**config.mk**
```make
export PLATFORM = sky130hd
export DESIGN_NAME = spi_bank_loader
export DESIGN_NICKNAME = d
export VERILOG_FILES = /design/src/rtl/spi_bank_loader_pkg.sv /design/src/rtl/spi_bank_loader_deser.sv /design/src/rtl/spi_bank_loader.sv
export SDC_FILE = /design/constraint.sdc
export NUM_CORES = 1
export LEC_CHECK = 0
export ABC_AREA = 1
export BUFFER_PORTS_ARGS = -buffer_cell sky130_fd_sc_hd__buf_2
export CORE_MARGIN = 2
export CORE_UTILIZATION = 45
export DETAILED_ROUTE_END_ITERATION = 6
export GPL_TIMING_DRIVEN = 0
export PLACE_DENSITY_LB_ADDON = 0.12
export SETUP_SLACK_MARGIN = 0.05
export SYNTH_ARGS = -nofsm -noshare
export SYNTH_HDL_FRONTEND = slang
export SYNTH_SLANG_ARGS = --single-unit
export TNS_END_PERCENT = 1
```
**constraint.sdc**
```tcl
create_clock -name clk -period 2.7 [get_ports clk]
set_clock_uncertainty 0.05 [all_clocks]
set_input_delay 0.27 -clock clk [delete_from_list [all_inputs] [get_ports clk]]
set_output_delay 0.27 -clock clk [all_outputs]
set_load 0.01 [all_outputs]
```
**src/rtl/spi_bank_loader_pkg.sv**
```systemverilog
// Shared types and default bank geometry for the SPI bank loader.
// Optional even-parity framing is enabled by defining SPI_LOADER_PARITY_EN.
package spi_bank_loader_pkg;

   typedef enum logic [1:0] {
      StIdle  = 2'd0,
      StShift = 2'd1,
      StDone  = 2'd2
   } loader_state_e;

   // Packet bank and neighbor-info bank geometries
   localparam int unsigned PKT_BW    = 16;
   localparam int unsigned PKT_DEPTH = 256;
   localparam int unsigned NBR_BW    = 18;
   localparam int unsigned NBR_DEPTH = 256;

endpackage

```
**src/rtl/spi_bank_loader_deser.sv**
```systemverilog
// Serial-to-parallel word assembler (module spi_deser_shift): MSB-first shift register and bit counter.
// With SPI_LOADER_PARITY_EN each word carries one trailing even-parity bit.
module spi_deser_shift
   import spi_bank_loader_pkg::*;
#(
   parameter int unsigned MEM_BW = PKT_BW
) (
   input  logic              clk,
   input  logic              reset,
   input  logic              clear,
   input  logic              enable,
   input  logic              data_in,
   output logic              word_done,
`ifdef SPI_LOADER_PARITY_EN
   output logic              parity_bad,
`endif
   output logic [MEM_BW-1:0] word_next
);

`ifdef SPI_LOADER_PARITY_EN
   localparam int unsigned BITS = MEM_BW + 1;
   localparam int unsigned SW   = MEM_BW;
`else
   localparam int unsigned BITS = MEM_BW;
   localparam int unsigned SW   = MEM_BW - 1;
`endif
   localparam int unsigned CW = $clog2(BITS);
   localparam logic [CW-1:0] LastBit = CW'(BITS - 1);

   logic [SW-1:0] shreg_q, shreg_d;
   logic [CW-1:0] bit_cnt_q, bit_cnt_d;

   always_comb begin
      shreg_d   = shreg_q;
      bit_cnt_d = bit_cnt_q;
      word_done = enable && (bit_cnt_q == LastBit);
`ifdef SPI_LOADER_PARITY_EN
      // Parity bit is checked against the held word, not shifted in
      word_next  = shreg_q;
      parity_bad = (^shreg_q) ^ data_in;
      if (clear) begin
         shreg_d   = '0;
         bit_cnt_d = '0;
      end else if (enable) begin
         if (!word_done) shreg_d = {shreg_q[SW-2:0], data_in};
         bit_cnt_d = word_done ? '0 : bit_cnt_q + CW'(1);
      end
`else
      word_next = {shreg_q, data_in};
      if (clear) begin
         shreg_d   = '0;
         bit_cnt_d = '0;
      end else if (enable) begin
         shreg_d   = word_next[MEM_BW-2:0];
         bit_cnt_d = word_done ? '0 : bit_cnt_q + CW'(1);
      end
`endif
   end

   always_ff @(posedge clk) begin
      if (!reset) begin
         shreg_q   <= '0;
         bit_cnt_q <= '0;
      end else begin
         shreg_q   <= shreg_d;
         bit_cnt_q <= bit_cnt_d;
      end
   end

endmodule

```
**src/rtl/spi_bank_loader.sv**
```systemverilog
// Loads a serial bit stream into an SRAM bank word by word, with sos/eos framing.
// Defining SPI_LOADER_PARITY_EN adds a per-word even-parity bit and the sticky err flag.
module spi_bank_loader
   import spi_bank_loader_pkg::*;
#(
   parameter int unsigned MEM_BW          = PKT_BW,
   parameter int unsigned MEM_DEPTH       = PKT_DEPTH,
   parameter int unsigned NUM_VALID_LINES = PKT_DEPTH
) (
   input  logic                         clk,
   input  logic                         reset,
   input  logic                         sos,
   input  logic                         eos,
   input  logic                         data_in,
   output logic                         wr_en,
   output logic [$clog2(MEM_DEPTH)-1:0] wr_addr,
   output logic [MEM_BW-1:0]            wr_data,
   output logic                         busy,
   output logic                         load_done,
   output logic                         err
);

   localparam int unsigned AW = $clog2(MEM_DEPTH);
   localparam int unsigned CW = AW + 1;
   localparam logic [CW-1:0] LastCnt = CW'(NUM_VALID_LINES);

   loader_state_e     state_q, state_d;
   logic [CW-1:0]     word_cnt_q, word_cnt_d;
   logic              wr_en_q, wr_en_d;
   logic [AW-1:0]     wr_addr_q, wr_addr_d;
   logic [MEM_BW-1:0] wr_data_q, wr_data_d;
   logic              eos_pend_q, eos_pend_d;
   logic              start, shift_en;
   logic              word_done;
   logic [MEM_BW-1:0] word_next;
`ifdef SPI_LOADER_PARITY_EN
   logic              parity_bad;
`endif

   spi_deser_shift #(
      .MEM_BW (MEM_BW)
   ) u_deser (
      .clk        (clk),
      .reset      (reset),
      .clear      (start),
      .enable     (shift_en),
      .data_in    (data_in),
      .word_done  (word_done),
`ifdef SPI_LOADER_PARITY_EN
      .parity_bad (parity_bad),
`endif
      .word_next  (word_next)
   );

   always_comb begin
      state_d    = state_q;
      word_cnt_d = word_cnt_q;
      wr_en_d    = 1'b0;
      wr_addr_d  = wr_addr_q;
      wr_data_d  = wr_data_q;
      eos_pend_d = eos_pend_q;
      start      = 1'b0;
      shift_en   = 1'b0;
      unique case (state_q)
         StIdle, StDone: begin
            if (sos) begin
               state_d    = StShift;
               start      = 1'b1;
               word_cnt_d = '0;
               eos_pend_d = 1'b0;
            end
         end
         StShift: begin
            shift_en = 1'b1;
            // Leave only once the final write strobe has been presented
            if (wr_en_q && ((word_cnt_q == LastCnt) || eos_pend_q)) begin
               state_d = StDone;
            end else if (word_done) begin
               wr_en_d    = 1'b1;
               wr_data_d  = word_next;
               wr_addr_d  = word_cnt_q[AW-1:0];
               word_cnt_d = word_cnt_q + CW'(1);
               if (eos) eos_pend_d = 1'b1;
            end else if (eos) begin
               state_d = StDone;
            end
         end
         default: state_d = StIdle;
      endcase
   end

   always_ff @(posedge clk) begin
      if (!reset) begin
         state_q    <= StIdle;
         word_cnt_q <= '0;
         wr_en_q    <= 1'b0;
         wr_addr_q  <= '0;
         wr_data_q  <= '0;
         eos_pend_q <= 1'b0;
      end else begin
         state_q    <= state_d;
         word_cnt_q <= word_cnt_d;
         wr_en_q    <= wr_en_d;
         wr_addr_q  <= wr_addr_d;
         wr_data_q  <= wr_data_d;
         eos_pend_q <= eos_pend_d;
      end
   end

`ifdef SPI_LOADER_PARITY_EN
   logic err_q;

   always_ff @(posedge clk) begin
      if (!reset) begin
         err_q <= 1'b0;
      end else if (start) begin
         err_q <= 1'b0;
      end else if (wr_en_d && parity_bad) begin
         err_q <= 1'b1;
      end
   end

   assign err = err_q;
`else
   assign err = 1'b0;
`endif

   assign wr_en     = wr_en_q;
   assign wr_addr   = wr_addr_q;
   assign wr_data   = wr_data_q;
   assign busy      = (state_q == StShift);
   assign load_done = (state_q == StDone);

endmodule

```
==> results of run 1 <==
==> final timing paths <==
path	start	end	depth (start not counted)
setup / recovery	state_q[0]	busy	5
hold / removal	data_in	wr_data[0]	3
setup reg to reg	u_deser.bit_cnt_q[0]	word_cnt_q[1]	6
hold reg to reg	wr_data[4]	wr_data[4]	2
==> layout make-up <==
cell class                      count  area share
Sequential cell                    56       0.407
Multi-Input combinational cell    215       0.379
Timing Repair Buffer               31      0.0563
Inverter                           30      0.0409
Buffer                             17      0.0354
Tap cell                           70      0.0318
Clock buffer                        5      0.0250
Clock inverter                      3      0.0250
==> registers in the layout, indices dropped and copies added (netlist names) <==
name	flops
u_deser.shreg_q	15
state_q	2
u_deser.bit_cnt_q	4
wr_addr	8
word_cnt_q	9
wr_en	1
eos_pend_q	1
wr_data	16
==> through the flow <==
| stage | area (µm²) | power (mW) | util | std cells |
|---|---|---|---|---|
| 6_report | 2760 | 1.57 | 0.539 | 427 |
| 5_1_grt | 2760 | 1.62 | 0.539 | 427 |
| 4_1_cts | 2760 | 1.58 | 0.539 | 427 |
| 3_5_place_dp | 2620 | 0.935 | 0.512 | 419 |
| 3_3_place_gp | 2620 | 0.935 | 0.512 | 419 |
| 2_1_floorplan | 2370 | 0.910 | - | 318 |
==> cell families after synthesis <==
| kind of cell | Yosys count |
|---|---|
| AOI/OAI and AO/OA | 63 |
| xor gates and xnor gates | 3 |
| adders and majority gates | 3 |
| buffers and inverters | 47 |
| DFF | 56 |
| other | 1 |
| and+or+nand+nor | 145 |
==> Yosys cell counts <==
library cell	count
nand3_2	2
inv_2	4
o21ai_2	1
conb_1	1
nand3_1	36
dfxtp_1	56
nand4_1	6
nor2_1	11
inv_1	25
buf_4	5
nand2_4	2
a21oi_1	52
nor2_4	2
nor3_1	2
buf_6	1
or2_2	1
clkbuf_1	5
ha_1	3
clkinv_1	1
o21ai_0	10
buf_2	6
nand2_1	81
xor2_1	3
nand2_2	2
==> report_power, final <==
| group | internal [mW] | switching [mW] | leakage (nW) |
|---|---|---|---|
| sequential | 0.833 | 0.00548 | 0.452 |
| combinational | 0.0207 | 0.0560 | 0.615 |
| clock | 0.373 | 0.278 | 0.0687 |
==> worst max-delay path, cell delays in order, from the launching register on <==
cell,delay [ns]
dfxtp_1,0.35
inv_2,0.05
nor2_4,0.11
buf_2,0.21
buf_2,0.25
buf_2,0.17
==> layer usage <==
layer | part of all wire | vias to the layer above | track usage
met4 | 0.011 | 0 | 0.0545
met5 | 0 | - | 0
met3 | 0.032 | 6 | 0.0391
met2 | 0.48 | 35 | 0.331
met1 | 0.47 | 949 | 0.221
li1 | - | 1102 | -
==> flow_summary.toml, run 1 <==
[global_route]
grt_overflow = 0
grt_pass1_vias = 1880
grt_pass1_wl_um = 8690
antenna_found_initial = 0
grt.total_usage = 0.185
grt_max_degree = 19

[clock_network]
root_buffer = "clkbuf_8"
clkLatencyLatePin_ns = 0.31
cts_tree = "yes"
cts_buffer_depth = 2
cts_sinks = 56
ctsHoldBuffers = 0
cts_max_level = 2
cts_setup_buffers = 0
cts_made_buffers = 5
cts_resized = 0
path_clk_slew_ns = 0.10

[sta]
hold_slack_ns = 0.187
fmax_mhz = 566
relSlewSlack = 0.637
finalCritPeriodShare = 0.654
finalHoldViolCount = 0
fin_tns_setup_ns = 0
worst_pin_slew_ns = 0.545
setup_viol = 0
rsz0062_at_grt = "no"
min_period_ns = 1.77
setup_ws_ns = 0.933
finalMaxSlewViolations = 0

[logic_synthesis]
synthMuxAreaShare = 0
synth_fa_ha_area_frac = 0.0158
netlist.area_leader.share = 0.472
seq_area_frac_synth = 0.472
synth_nets = 326
synth_cell_types = 24
netlist_area_um2 = 2370
synthXorXnorAreaFrac = 0.0111
synth_area_per_cell_um2 = 7.47
synth_warnings = 0
synth.ff_latch_count = 56
synth_compound_area_frac = 0.134
synth_top_family_by_area = "simple AND/OR/NAND/NOR gates"
synthSimpleGateAreaFrac = 0.277
synth_cells = 318
ys_top_cells_by_area = "dfxtp_1 47%, nand2_1 13%, a21oi_1 11%"
yosys.area.top_type = "dfxtp_1"

[route]
drc = 0
routedWlPerCell_um = 11.9
avgViaCountPerCell = 4.90
drt_iter0_drc = 68
vias = 2092
firstDrtPassIters = 4
wl_um = 5100
ant_nets = 0

[finish]
mostFrequentLayoutCells = "81 x nand2_1, 56 x dfxtp_1, 52 x a21oi_1"
final_common_cell = "nand2_1"
area_growth_pct = 16.0
fill_cells = 526
antenna_cells = 0
seqCellArea_um2 = 1120
finalNetCount = 364
layout-drive-gt1-share = 0.182
multi_input_area_um2 = 1040

[floorplanning]
die_h_um = 76.6
die_area_um2 = 5870
rows = 26
start_util = 0.465
die_w_um = 76.6
io_pins = 33
coreArea_um2 = 5110

[setup_path]
cp.arrival_ns = 1.45
start_kind = "flop"
crit_required_ns = 2.38
r2r_slack_ns = 1.08
cp_max_fo = 10
end_kind = "primary output"
crit_type = "flop to primary output"

[power]
leakagePower_nw = 1.14
p_per_area_nw_per_um2 = 569
vdd_drop_max_mv = 0.323

[placed_design]
dp_slack_ns = 1.09
io_buffer_count = 31
gp_congestion = 0.830
dp_hpwl_um = 3640

[worst_hold_path]
min_path_type = "input port to flop"

[job]
drv_cap = 0

[outcome]
status = "complete, no violations"
Note: power is estimated with default switching activity, not from simulation.
==> run 2: changes to the inputs <==
clock period = 1.6 ns   (was 2.7 ns; I/O delays follow)
==> run 2 against run 1 <==
Critical path depth increased by 2. Core utilization increased by 5.8 points. Clock-buffer cell count unchanged. Non-clock buffer count increased by 8. Power increased by 71%. Die area unchanged. First-iteration DRC count decreased by 4.4%. Sequential share of layout area decreased by 3.5 points. Combinational power increased by 92%. Via count increased by 3.3%. Register-to-register slack got worse by 1.0 ns. Routed wire length increased by 6.3%. Critical endpoint is now wr_data[10].
==> flow_summary.toml, run 2 (synthesis gave the netlist of run 1 again) <==
[finish]
multi_input_area_um2 = 1160
area_growth_pct = 28.5
layout-drive-gt1-share = 0.268
antenna_cells = 0
fill_cells = 484
fin_cells = 435
mostFrequentLayoutCells = "78 x nand2_1, 48 x dfxtp_1, 45 x a21oi_1"
fin_util = 0.598
largest_reg_flops = 16
seqCellArea_um2 = 1140
finalNetCount = 372
finalInstanceArea_um2 = 3050
final_common_cell = "nand2_1"

[sta]
relSlewSlack = 0.600
setup_ws_ns = 0.0685
finalHoldViolCount = 0
setup_viol = 0
rsz0062_at_grt = "yes"
fin_tns_setup_ns = 0
hold_slack_ns = 0.0715
fmax_mhz = 653
worst_pin_slew_ns = 0.600
min_period_ns = 1.53
finalMaxSlewViolations = 0
finalCritPeriodShare = 0.957

[route]
drt_iter0_drc = 65
drc = 0
ant_nets = 0
firstDrtPassIters = 4
vias = 2162
routedWlPerCell_um = 12.5
avgViaCountPerCell = 4.97
wl_um = 5420

[setup_path]
cp.arrival_ns = 1.68
timing.rr.start = "u_deser.bit_cnt_q[0]"
r2r_end = "wr_data[10]"
critPathSlowestCell = "dfxtp_4"
path_cells = "ha_4 -> nand3_4 -> nor2_4 -> nand2_8 -> clkbuf_16 -> nand2_1 -> a21oi_2"
crit_type = "flop to flop"
worstRegToRegCells = 7
cp_max_fo = 7
cp-endpoint = "wr_data[10]"
end_kind = "flop"
crit_required_ns = 1.75
critical-path-max-stage-delay_ns = 0.39
r2r_slack_ns = 0.07
startpoint = "u_deser.bit_cnt_q[0]"
start_kind = "flop"

[power]
p_total_mw = 2.67
vdd_drop_max_mv = 0.547
leakagePower_nw = 1.22
p_per_area_nw_per_um2 = 876

[floorplanning]
die_w_um = 76.6
die_h_um = 76.6
io_pins = 33
rows = 26
start_util = 0.465
die_area_um2 = 5870
coreArea_um2 = 5110

[clock_network]
cts_tree = "yes"
cts_buffer_depth = 2
path_clk_slew_ns = 0.10
root_buffer = "clkbuf_8"
cts_max_level = 2
cts_sinks = 56
ctsHoldBuffers = 0
cts_made_buffers = 5
clkLatencyLatePin_ns = 0.31

[job]
drv_cap = 0

[worst_hold_path]
min_path_type = "input port to flop"

[global_route]
grt_max_degree = 19
grt_overflow = 0
grt_pass1_wl_um = 8740
antenna_found_initial = 0
grt_pass1_vias = 1886
grt.total_usage = 0.186

[placed_design]
dp_slack_ns = -0.0130
io_buffer_count = 31
dp_hpwl_um = 3640
gp_congestion = 0.830
dpl.cell_count = 419
dpl-instance-area_um2 = 2620

[outcome]
status = "complete, no violations"
## run 2: where the power goes
group	internal [mW]	leakage [nW]	switching, mW	total [mW]
registers	1.40	0.456	0.0104	1.41
logic	0.0451	0.696	0.102	0.147
clock network	0.630	0.0687	0.482	1.11
## run 2: worst min path at each step
stage                from  cells past startpoint             to
4_1_cts             reset                      3  word_cnt_q[5]
5_1_grt           data_in                      3     wr_data[0]
6_report            reset                      3  word_cnt_q[5]
2_1_floorplan       reset                      2     wr_addr[0]
3_5_place_dp   wr_data[1]                      2     wr_data[1]
3_3_place_gp   wr_addr[7]                      2     wr_addr[7]
## run 2: repair_timing
item                                   4_1_cts  5_1_grt
setup endpoints to repair                   33       37
resized for setup                           12       43
pin swaps                                    2       10
buffers inserted                             0        6
endpoints found under the hold margin        0        0
gates cloned                                 0        2
## run 2: critical path, delay by kind of cell (launching register included)
kind / cells / cell delay [ns]
AND/OR/NAND/NOR: 4 / 0.57
flip-flops: 1 / 0.39
buffers and inverters: 1 / 0.19
adder cells (fa/ha/maj): 1 / 0.16
AO/OA/AOI/OAI: 1 / 0.05
## run 2: per-layer routing
metal,track usage,vias to the layer above,share of wire
met5,0,-,0
met4,0.0545,0,0.014
met3,0.0391,5,0.027
met2,0.331,26,0.49
met1,0.225,1001,0.47
li1,-,1130,-
## run 2: area by class of cell
class,instances,share of cell area
plain buffers,17,0.0496
clock buffers,5,0.0226
clock inverters,3,0.0226
inverters,30,0.0385
multi-input cells,215,0.380
flip-flops and latches,56,0.372
well taps,70,0.0287
repair buffers,39,0.0861
==> run 3: changes to the inputs <==
ABC_AREA = not set   (was 1)
CORE_MARGIN = not set   (was 2)
==> run 3 against run 2 <==
The run now ends with setup timing left. Area after synthesis up 0.68%. Worst setup slack worse by 0.15 ns. Global-route usage up 2.6 points. Cell count down 7.1%. Power down 3.0%. Routed wire length up 5.1%. Clock power down 17%. Fmax down 8.8%. Die area down 4.5%.
==> flow_summary.toml, run 3 <==
[clock_network]
cts_sinks = 56
path_clk_slew_ns = 0.10
cts_made_buffers = 5
cts_max_level = 2
root_buffer = "clkbuf_8"
clkLatencyLatePin_ns = 0.31
cts_buffer_depth = 2
ctsHoldBuffers = 0
cts_tree = "yes"

[power]
leakagePower_nw = 1.16
p_total_mw = 2.59
p_per_area_nw_per_um2 = 850
vdd_drop_max_mv = 0.522

[setup_path]
cp_max_fo = 5
critical-path-max-stage-delay_ns = 0.44
cp.arrival_ns = 1.84
path_cells = "ha_4 -> and3_4 -> a31oi_4 -> or3_4 -> buf_8 -> mux2i_1"
crit_required_ns = 1.76
critPathSlowestCell = "or3_4"
start_kind = "flop"
crit_type = "flop to flop"
r2r_slack_ns = -0.08
end_kind = "flop"

[logic_synthesis]
synth_warnings = 0
synth_cells = 283
ys_top_cells_by_area = "dfxtp_1 47%, nand2_1 14%, mux2i_1 10%"
synthTopCellsByCount = "88 x nand2_1, 56 x dfxtp_1, 24 x mux2i_1"
synth_top_family_by_area = "simple AND/OR/NAND/NOR gates"
synth_area_per_cell_um2 = 8.45
postSynth.asyncResetShare = 0
synthMuxAreaShare = 0.100
yosysMostFrequentCell = "nand2_1"
yosys.area.top_type = "dfxtp_1"
synth_flop_cell = "dfxtp_1"
synth.ff_latch_count = 56
synth_edf_count = 0
synthXorXnorAreaFrac = 0.00366
seq_area_frac_synth = 0.469
synth_fa_ha_area_frac = 0.0157
netlist_area_um2 = 2390
synth_cell_types = 40
synth_compound_area_frac = 0.112
netlist.area_leader.share = 0.469
synthSimpleGateAreaFrac = 0.246
synth_nets = 291

[outcome]
status = "finished, violations left"
violations = "setup timing"

[finish]
antenna_cells = 0
seqCellArea_um2 = 1130
finalNetCount = 341
fill_cells = 481
layout-drive-gt1-share = 0.275
multi_input_area_um2 = 1290
largest_reg_flops = 16
mostFrequentLayoutCells = "88 x nand2_1, 51 x dfxtp_1, 30 x buf_2"
fin_cells = 404
final_common_cell = "nand2_1"
area_growth_pct = 27.5

[global_route]
grt_overflow = 0
grt_pass1_vias = 1823
grt_pass1_wl_um = 8870
antenna_found_initial = 0
grt.total_usage = 0.212
grt_max_degree = 17

[floorplanning]
coreArea_um2 = 5110
io_pins = 33
die_h_um = 74.9
die_w_um = 74.9
start_util = 0.468
rows = 26
die_area_um2 = 5610

[placed_design]
dp_hpwl_um = 3610
dp_slack_ns = -0.321
gp_congestion = 0.762
io_buffer_count = 30
dpl.cell_count = 383

[sta]
hold_slack_ns = 0.0378
finalHoldViolCount = 0
rsz0062_at_grt = "yes"
fin_tns_setup_ns = -1.16
setup_viol = 32
finalCritPeriodShare = 1.05
finalMaxSlewViolations = 0
setup_ws_ns = -0.0791
relSlewSlack = 0.642
fmax_mhz = 596
min_period_ns = 1.68
worst_pin_slew_ns = 0.538

[route]
ant_nets = 0
avgViaCountPerCell = 5.17
wl_um = 5700
routedWlPerCell_um = 14.1
drt_iter0_drc = 117
drc = 0
firstDrtPassIters = 4
vias = 2089

[worst_hold_path]
min_path_type = "input port to flop"

[job]
drv_cap = 0
-- run 3: layout make-up --
class,count,area share
Multi-Input combinational cell,203,0.424
Clock inverter,2,0.0115
Buffer,20,0.0468
Sequential cell,56,0.371
Clock buffer,6,0.0238
Timing Repair Buffer,44,0.0903
Inverter,3,0.00451
Tap cell,70,0.0287
-- run 3: per-stage QoR --
step | area, µm² | utilization
4_1_cts | 2940 | 0.575
6_report | 3050 | 0.597
3_5_place_dp | 2640 | 0.517
2_1_floorplan | 2400 | -
5_1_grt | 3050 | 0.597
3_3_place_gp | 2640 | 0.517
-- run 3: routing by layer --
layer	up-vias	part of all wire	track usage
met4	0	0.018	0.0839
met2	40	0.48	0.334
met1	982	0.47	0.291
li1	1058	-	-
met5	-	0	0
met3	9	0.038	0.0348
-- run 3: cell families (layout without fill, tap and decap cells) --
group | count (synthesis) | after routing
fa+ha+maj | 3 | 3
xor+xnor | 1 | 1
flops | 56 | 56
other cells | 1 | 1
mux | 24 | 24
compound gates | 44 | 44
simple gates | 130 | 130
buf+inv | 24 | 75
-- run 3: worst paths after layout --
path | startpoint | end | cells after the start
hold reg to reg | wr_data[10] | wr_data[10] | 2
hold / removal | data_in | u_deser.shreg_q[0] | 3
setup / recovery | u_deser.bit_cnt_q[1] | wr_addr[2] | 6
setup reg to reg | u_deser.bit_cnt_q[1] | wr_addr[2] | 6
-- run 3: power breakdown --
group / switching (mW) / total (mW) / leakage, nW / internal (mW)
combinational: 0.154 / 0.257 / 0.647 / 0.103
sequential: 0.00763 / 1.41 / 0.454 / 1.40
clock: 0.460 / 0.926 / 0.0552 / 0.466
-- run 3: worst max-delay path: cells and delay by family, from the launching register on --
kind	cells	cell delay (ns)
flops	1	0.39
simple gates	2	0.64
fa+ha+maj	1	0.13
compound gates	1	0.10
mux	1	0.11
buf+inv	1	0.16
-- run 3: timing repair --
action / CTS / global route
setup endpoints to repair: 37 / 52
pin swaps: 8 / 6
buffers inserted: 5 / 8
cloned: 1 / 0
gates resized for setup: 28 / 21
